`config.mk`:
```
export PLATFORM = sky130hd
export DESIGN_NAME = fifo_wr_arbiter
export DESIGN_NICKNAME = d
export VERILOG_FILES = /design/src/rtl/fifo_wr_arbiter.sv
export SDC_FILE = /design/constraint.sdc
export NUM_CORES = 1
export LEC_CHECK = 0
export CORE_MARGIN = 3
export CORE_UTILIZATION = 56
export CTS_CLUSTER_DIAMETER = 150
export CTS_CLUSTER_SIZE = 30
export DETAILED_ROUTE_END_ITERATION = 6
export DONT_BUFFER_PORTS = 1
export GPL_ROUTABILITY_DRIVEN = 0
export PLACE_DENSITY = 0.75
export SLEW_MARGIN = 20
export SYNTH_ARGS = -nofsm -noshare
export SYNTH_HDL_FRONTEND = slang
export SYNTH_SLANG_ARGS = --single-unit
```
`constraint.sdc`:
```
create_clock -name clk -period 1.8 [get_ports clk]
set_input_delay 0.36 -clock clk [delete_from_list [all_inputs] [get_ports clk]]
set_output_delay 0.36 -clock clk [all_outputs]
set_load 0.01 [all_outputs]
```
`src/rtl/fifo_wr_arbiter.sv`:
```
// Round-robin, burst-based arbiter sharing one FIFO write port among REQS requesters.
// Grant state is registered; accept/write path is combinational so a full FIFO is never written.
module fifo_wr_arbiter #(
  parameter int unsigned N         = 8,
  parameter int unsigned REQS      = 4,
  parameter int unsigned MAX_BURST = 4
) (
  input  logic                 clk,
  input  logic                 rst,
  input  logic [REQS-1:0]      req,
  input  logic [REQS*N-1:0]    data_in,
  output logic [REQS-1:0]      ack,
  output logic [REQS-1:0]      gnt,
  output logic                 wr_en,
  output logic [N-1:0]         wr_data,
  input  logic                 fifo_Full,
  output logic                 busy
);

  localparam int unsigned PW = (REQS > 1) ? $clog2(REQS) : 1;
  localparam int unsigned CW = (MAX_BURST > 1) ? $clog2(MAX_BURST) : 1;

  typedef enum logic {S_IDLE, S_BURST} state_t;

  state_t          r_state;
  logic [REQS-1:0] r_gnt;
  logic [PW-1:0]   r_gidx;
  logic [PW-1:0]   r_rr_ptr;
  logic [CW-1:0]   r_burst_cnt;
  logic            r_busy;

  logic [PW-1:0]   w_start;
  logic [PW-1:0]   w_scan;
  logic [PW-1:0]   w_win_idx;
  logic            w_win_found;
  logic [REQS-1:0] w_win_onehot;
  logic            w_accept;
  logic            w_last;
  logic            w_release;

  // On release the scan starts just past the current owner, which is also the new rr_ptr
  always_comb begin
    w_start = r_rr_ptr;
    if (r_state == S_BURST) begin
      w_start = (r_gidx == PW'(REQS - 1)) ? '0 : r_gidx + PW'(1);
    end
  end

  // Descending scan so the requester closest to w_start is the last (winning) assignment
  always_comb begin
    w_win_found = 1'b0;
    w_win_idx   = '0;
    w_scan      = '0;
    for (int k = REQS - 1; k >= 0; k--) begin
      w_scan = PW'((int'(w_start) + k) % int'(REQS));
      if (req[w_scan]) begin
        w_win_found = 1'b1;
        w_win_idx   = w_scan;
      end
    end
  end

  assign w_win_onehot = REQS'(1) << w_win_idx;

  assign ack      = r_gnt & req & {REQS{~fifo_Full}};
  assign wr_en    = |ack;
  assign w_accept = wr_en;
  assign w_last   = (r_burst_cnt == CW'(MAX_BURST - 1));
  assign w_release = (r_state == S_BURST) && ((w_accept && w_last) || !req[r_gidx]);

  always_comb begin
    wr_data = '0;
    for (int i = 0; i < REQS; i++) begin
      wr_data = wr_data | (data_in[i*N +: N] & {N{r_gnt[i]}});
    end
  end

  always_ff @(posedge clk or posedge rst) begin
    if (rst) begin
      r_state     <= S_IDLE;
      r_gnt       <= '0;
      r_gidx      <= '0;
      r_rr_ptr    <= '0;
      r_burst_cnt <= '0;
      r_busy      <= 1'b0;
    end else begin
      case (r_state)
        S_IDLE: begin
          if (w_win_found) begin
            r_gnt       <= w_win_onehot;
            r_gidx      <= w_win_idx;
            r_burst_cnt <= '0;
            r_state     <= S_BURST;
            r_busy      <= 1'b1;
          end else begin
            r_gnt <= '0;
          end
        end
        S_BURST: begin
          if (w_release) begin
            r_rr_ptr <= w_start;
            if (w_win_found) begin
              r_gnt       <= w_win_onehot;
              r_gidx      <= w_win_idx;
              r_burst_cnt <= '0;
            end else begin
              r_gnt   <= '0;
              r_state <= S_IDLE;
              r_busy  <= 1'b0;
            end
          end else if (w_accept) begin
            r_burst_cnt <= r_burst_cnt + CW'(1);
          end
        end
        default: begin
          r_state <= S_IDLE;
          r_gnt   <= '0;
          r_busy  <= 1'b0;
        end
      endcase
    end
  end

  assign gnt  = r_gnt;
  assign busy = r_busy;

endmodule

```
==> flow_summary.ini, run 1 <==
[logic_synthesis]
synth-main-ff-cell = dfrtp_1
ys_types = 37
syn-cell-area_mm2 = 0.00105
async_flop_share_pct = 100
synth_cells = 124
yosysWarnings = 0
ys_ff_latch = 12
synth-edff-count = 0
yosysSeqAreaShare_pct = 28.6
avgSynthCellArea_um2 = 8.46
syn-num-nets = 165

[pwr]
p_per_area_mw_per_mm2 = 1660
p_sw_share_pct = 45.9
vdd_drop_max_v = 0.00100
power_frac_clock_pct = 8.4
power_frac_comb_pct = 66.9
p_switching_uw = 896
leakage_uw = 0.000516
p_int_uw = 1060
power_frac_seq_pct = 24.7

[layout]
diodes = 0
area_growth_pct = 11.9
layout_commonest_cell = a22oi_1
fin_nets = 174
fill_cells = 151
finalInstanceArea_mm2 = 0.00117
layout-drive-gt1-share_pct = 22.1
utilization_pct = 67.2
layout_common_cells = a22oi_1 (18), nand2_1 (16), inv_1 (11), dfrtp_1 (11), buf_4 (10)

[grt]
grt_pass1_vias = 1058
antenna_found_initial = 0
grt.total_usage_pct = 24.8
grt_max_degree = 13
grt_pass1_wl_um = 4740
overflow = 0

[critical_path]
cp.arrival_ns = 1.97
crit_fanout = 7
endpoint_kind = flip-flop
required_ns = 1.96
start_kind = flip-flop
path_class = flip-flop to flip-flop

[detailed_routing]
dr.first_iter.drc_count = 39
wl_per_cell_um = 19.2
drc = 0
num_vias = 1068
wirelength_um = 2990
vias_per_cell = 6.85
firstDrtPassIters = 4
drtAntennaViolNets = 0

[floorplanning]
ioPinCount = 57
die_area_mm2 = 0.00243
die_h_um = 49.3
rows = 15
start_util_pct = 60.1
core_area_mm2 = 0.00175
die_w_um = 49.3

[sta]
timing.hold.ws_ns = 0.315
period_minus_slack_ns = 1.81
max_freq_mhz = 553
maxSlewViolCount = 0
skew_ns = 0.00365
max-slew-margin-rel_pct = 69.1
hold_viol_final = 0
rsz0062_at_grt = yes
setup_slack_ns = -0.00922
tightest_slew_ns = 0.463
setup_violations = 2
fin_crit_sh_pct = 101

[hold_path]
hp-class = input pin to flip-flop

[run_status]
status = finished with violations
violations = setup timing

[clock_tree]
ctsLongestPathBuffers = 2
cts-root-buf = clkbuf_4
cts_tree = done
clk_pin_slew_ns = 0.07
clkLatencyLatePin_ns = 0.27
htree_levels = 1
numClockSinks = 12
cts_buffers = 3

[place]
dp_slack_ns = 0.0235
portBuffers = 0
hpwlAfterDp_um = 2220
place_area_mm2 = 0.00110

[flow_run]
maxCapViolCount = 0
[stage by stage]
stage	power, uW	setup TNS [ns]	cells
detailed placement	1670	0	151
global placement	1630	0	151
finish	1950	-0.0101	156
floorplan	1410	0	124
CTS	1840	0	155
global route	2120	-0.194	156
[cell families after synthesis]
family	share of synthesized area, %
AND/OR/NAND/NOR	19.3
buffers and inverters	7.99
adder cells (fa/ha/maj)	2.39
flip-flops	28.6
multiplexers	9.19
AO/OA/AOI/OAI	32.5
[routing by layer]
metal / part of all wire [%] / routed length, um / global-route usage (%) / vias to the layer above
met5: 0 / 0 / 0 / -
met4: 1.6 / 48 / 6.64 / 0
met3: 9.0 / 268 / 7.95 / 9
met2: 52 / 1550 / 42.9 / 63
met1: 38 / 1120 / 29.1 / 505
li1: - / - / - / 491
[power groups by stage]
| stage | clock (uW) | sequential (uW) | combinational, uW |
|---|---|---|---|
| 3_3_place_gp | 0 | 463 | 1170 |
| 3_5_place_dp | 0 | 471 | 1200 |
| 6_report | 163 | 482 | 1310 |
| 2_1_floorplan | 0 | 478 | 930 |
| 4_1_cts | 162 | 467 | 1210 |
| 5_1_grt | 184 | 495 | 1440 |
[path summary, 6_finish.rpt]
check	startpoint	slack, ns	depth (start not counted)	endpoint
hold / removal	req[0]	0.31	2	gnt[0]
max in group asynchronous	rst	0.92	2	r_gidx[0]
setup reg to reg	r_gidx[0]	-0.009	4	r_rr_ptr[1]
min in group asynchronous	rst	0.54	2	r_burst_cnt[1]
hold reg to reg	r_burst_cnt[1]	0.57	2	r_burst_cnt[1]
setup / recovery	r_gidx[0]	-0.009	4	r_rr_ptr[1]
[cells in the mapped netlist, types with 3 or more instances]
master	number	area, um^2
a22oi_1	18	135
o21ai_0	4	20.0
nand4_1	5	31.3
o31ai_1	3	22.5
nor2_1	8	30.0
nand2_1	16	60.1
o22ai_1	3	18.8
dfrtp_1	12	300
clkbuf_1	4	15.0
mux2_2	3	33.8
a21oi_1	3	15.0
inv_1	11	41.3
[critical path, stage by stage (launching register included)]
cell	delay (ns)
dfrtp_2	0.42
buf_4	0.13
mux4_2	0.56
a21bo_2	0.28
mux2_4	0.30
[flip-flops by register name, indices dropped and copies added (netlist names)]
signal,cells
r_state,1
r_rr_ptr,2
r_gidx,2
r_burst_cnt,2
busy,1
gnt,4
[cell type report]
cell class                 instances  area, um^2  share of cell area, %
sequential                        12         302                   25.7
clock buffer                       3        22.5                   1.92
inverter                          11        41.3                   3.52
timing repair buffer              11        85.1                   7.25
multi-input combinational         94         692                   59.0
tap                               25        31.3                   2.67
[repair_timing]
item / in CTS / in global routing
endpoints found under the hold margin: 12 / 0
resized for setup: 0 / 5
hold buffers: 1 / 0
setup buffers: 0 / 1
setup endpoints to repair: 0 / 4
No activity file was read; power rests on OpenSTA's default activity.
==> run 2: changes to the inputs <==
CORE_ASPECT_RATIO = 0.75   (was default)
REMOVE_ABC_BUFFERS = 1   (was default)
==> run 2 against run 1 <==
The run now ends clean; combinational power about the same; clock power about the same; die area rose by 0.23%; maximum frequency grew 4.9%; final area is 0.75% lower; wire length up 3.7%; core utilization up 4.6 points; sequential power decreased by 2%; clock-buffer cell count unchanged; worst setup slack improved by 0.084 ns; largest power group unchanged; highest routed layer unchanged.
==> flow_summary.ini, run 2 (same netlist as run 1, synthesis figures left out) <==
[run_status]
status = completed

[pwr]
fin_total_pwr_uw = 1960
vdd_drop_max_v = 0.00111
leakage_uw = 0.000517
p_per_area_mw_per_mm2 = 1690

[layout]
finalInstanceArea_mm2 = 0.00116
layout_common_cells = a22oi_1 (18), nand2_1 (16), inv_1 (11), dfrtp_1 (11), buf_4 (10)
layout-drive-gt1-share_pct = 23.7
largest_register_ff_count = 4
layout_commonest_cell = a22oi_1
diodes = 0
fin_nets = 174
utilization_pct = 71.8
area_growth_pct = 11.1

[detailed_routing]
vias_per_cell = 7.24
num_vias = 1101
drtAntennaViolNets = 0
dr.first_iter.drc_count = 92
wirelength_um = 3100
drc = 0
wl_per_cell_um = 20.4
firstDrtPassIters = 4

[sta]
hold_viol_final = 0
timing.hold.ws_ns = 0.304
skew_ns = 0.00224
period_minus_slack_ns = 1.73
rsz0062_at_grt = no
fin_tns_setup_ns = 0
fin_crit_sh_pct = 95.9
tightest_slew_ns = 0.468
maxSlewViolCount = 0
max-slew-margin-rel_pct = 68.8
max_freq_mhz = 580
setup_violations = 0

[flow_run]
maxCapViolCount = 0

[clock_tree]
clkLatencyLatePin_ns = 0.27
numClockSinks = 12
htree_levels = 1
cts-root-buf = clkbuf_4
ctsLongestPathBuffers = 2
clk_pin_slew_ns = 0.07
cts_tree = done
cts_buffers = 3

[critical_path]
crit_chain = ha_2 > mux2_2 > nand4_1 > o221ai_1 > mux2_2
timing.critical_path.mode_cell = mux2_2
worst_r2r_endpoint = gnt[2]
startpoint = r_gidx[0]
path_buf_inv = 0
endpoint_kind = flip-flop
max_stage_delay_ns = 0.44
endpoint = gnt[2]
crit_fanout = 5
path_depth = 5
start_kind = flip-flop
cp.arrival_ns = 1.89
r2r_cells = 5
cp_top_family = multiplexers
rr_startpoint = r_gidx[0]
required_ns = 1.96
crit_slowest_cell = dfrtp_2
path_class = flip-flop to flip-flop
r2r_setup_slack_ns = 0.07

[place]
hpwlAfterDp_um = 2290
place_area_mm2 = 0.00109
portBuffers = 0

[grt]
grt_max_degree = 13
use_met1_pct = 34.8
overflow = 0
grt.total_usage_pct = 24.1
antenna_found_initial = 0
use_met2_pct = 36.6
top_usage_layer = met2
grt_pass1_vias = 1005
grt_pass1_wl_um = 4630
use_met3_pct = 4.76

[floorplanning]
start_util_pct = 64.7
rows = 12
ioPinCount = 57
core_area_mm2 = 0.00162
die_w_um = 56.0
die_area_mm2 = 0.00243
die_h_um = 43.5

[hold_path]
min_path_cells = 2
hp-class = input pin to flip-flop
run 2: cell counts in the layout (fill, tap and decap cells not counted):
No cell type changed its count.
run 2: stage by stage:
stage	worst slack (ns)	cells
CTS	0.0297	152
floorplan	0.0693	117
detailed placement	-0.0354	146
global placement	0.0264	146
global route	0.0156	152
finish	0.0745	152
run 2: worst min path at each step:
stage                endpoint    from  slack (ns)
floorplan                busy     rst        0.22
global placement    r_gidx[1]     rst        0.29
detailed placement    r_state     rst        0.29
CTS                    gnt[0]  req[0]        0.30
global route           gnt[0]  req[0]        0.32
finish                 gnt[0]  req[0]        0.30
run 2: final cells by class:
type,instances,area (um^2)
sequential,12,302
inverter,11,41.3
tap,21,26.3
multi-input combinational,94,688
fill,126,457
clock buffer,3,22.5
timing repair buffer,11,85.1
run 2: timing repair:
item,CTS,global route
setup endpoints to repair,2,3
gates cloned,0,0
gates resized for setup,2,6
pin swaps,0,2
setup buffers,2,0
endpoints found under the hold margin,12,0
hold buffers,1,0
run 2: metal layers:
metal  up-vias  routed length [um]  share of wire, %
li1        488                   -                 -
met1       526                1250                40
met2        80                1430                46
met3         7                 366                12
met4         0                  49               1.6
met5         -                   0                 0
run 2: power breakdown:
group	switching (uW)	internal (uW)	leakage (uW)
clock network	88.9	77.5	0.0000138
registers	94.8	378	0.000146
logic	733	593	0.000357
total	916	1050	0.000517
==> run 3: changes to the inputs <==
CAP_MARGIN = 20   (was default)
==> results of run 3 <==
The final DEF is identical to that of run 2; final timing and power are the same.
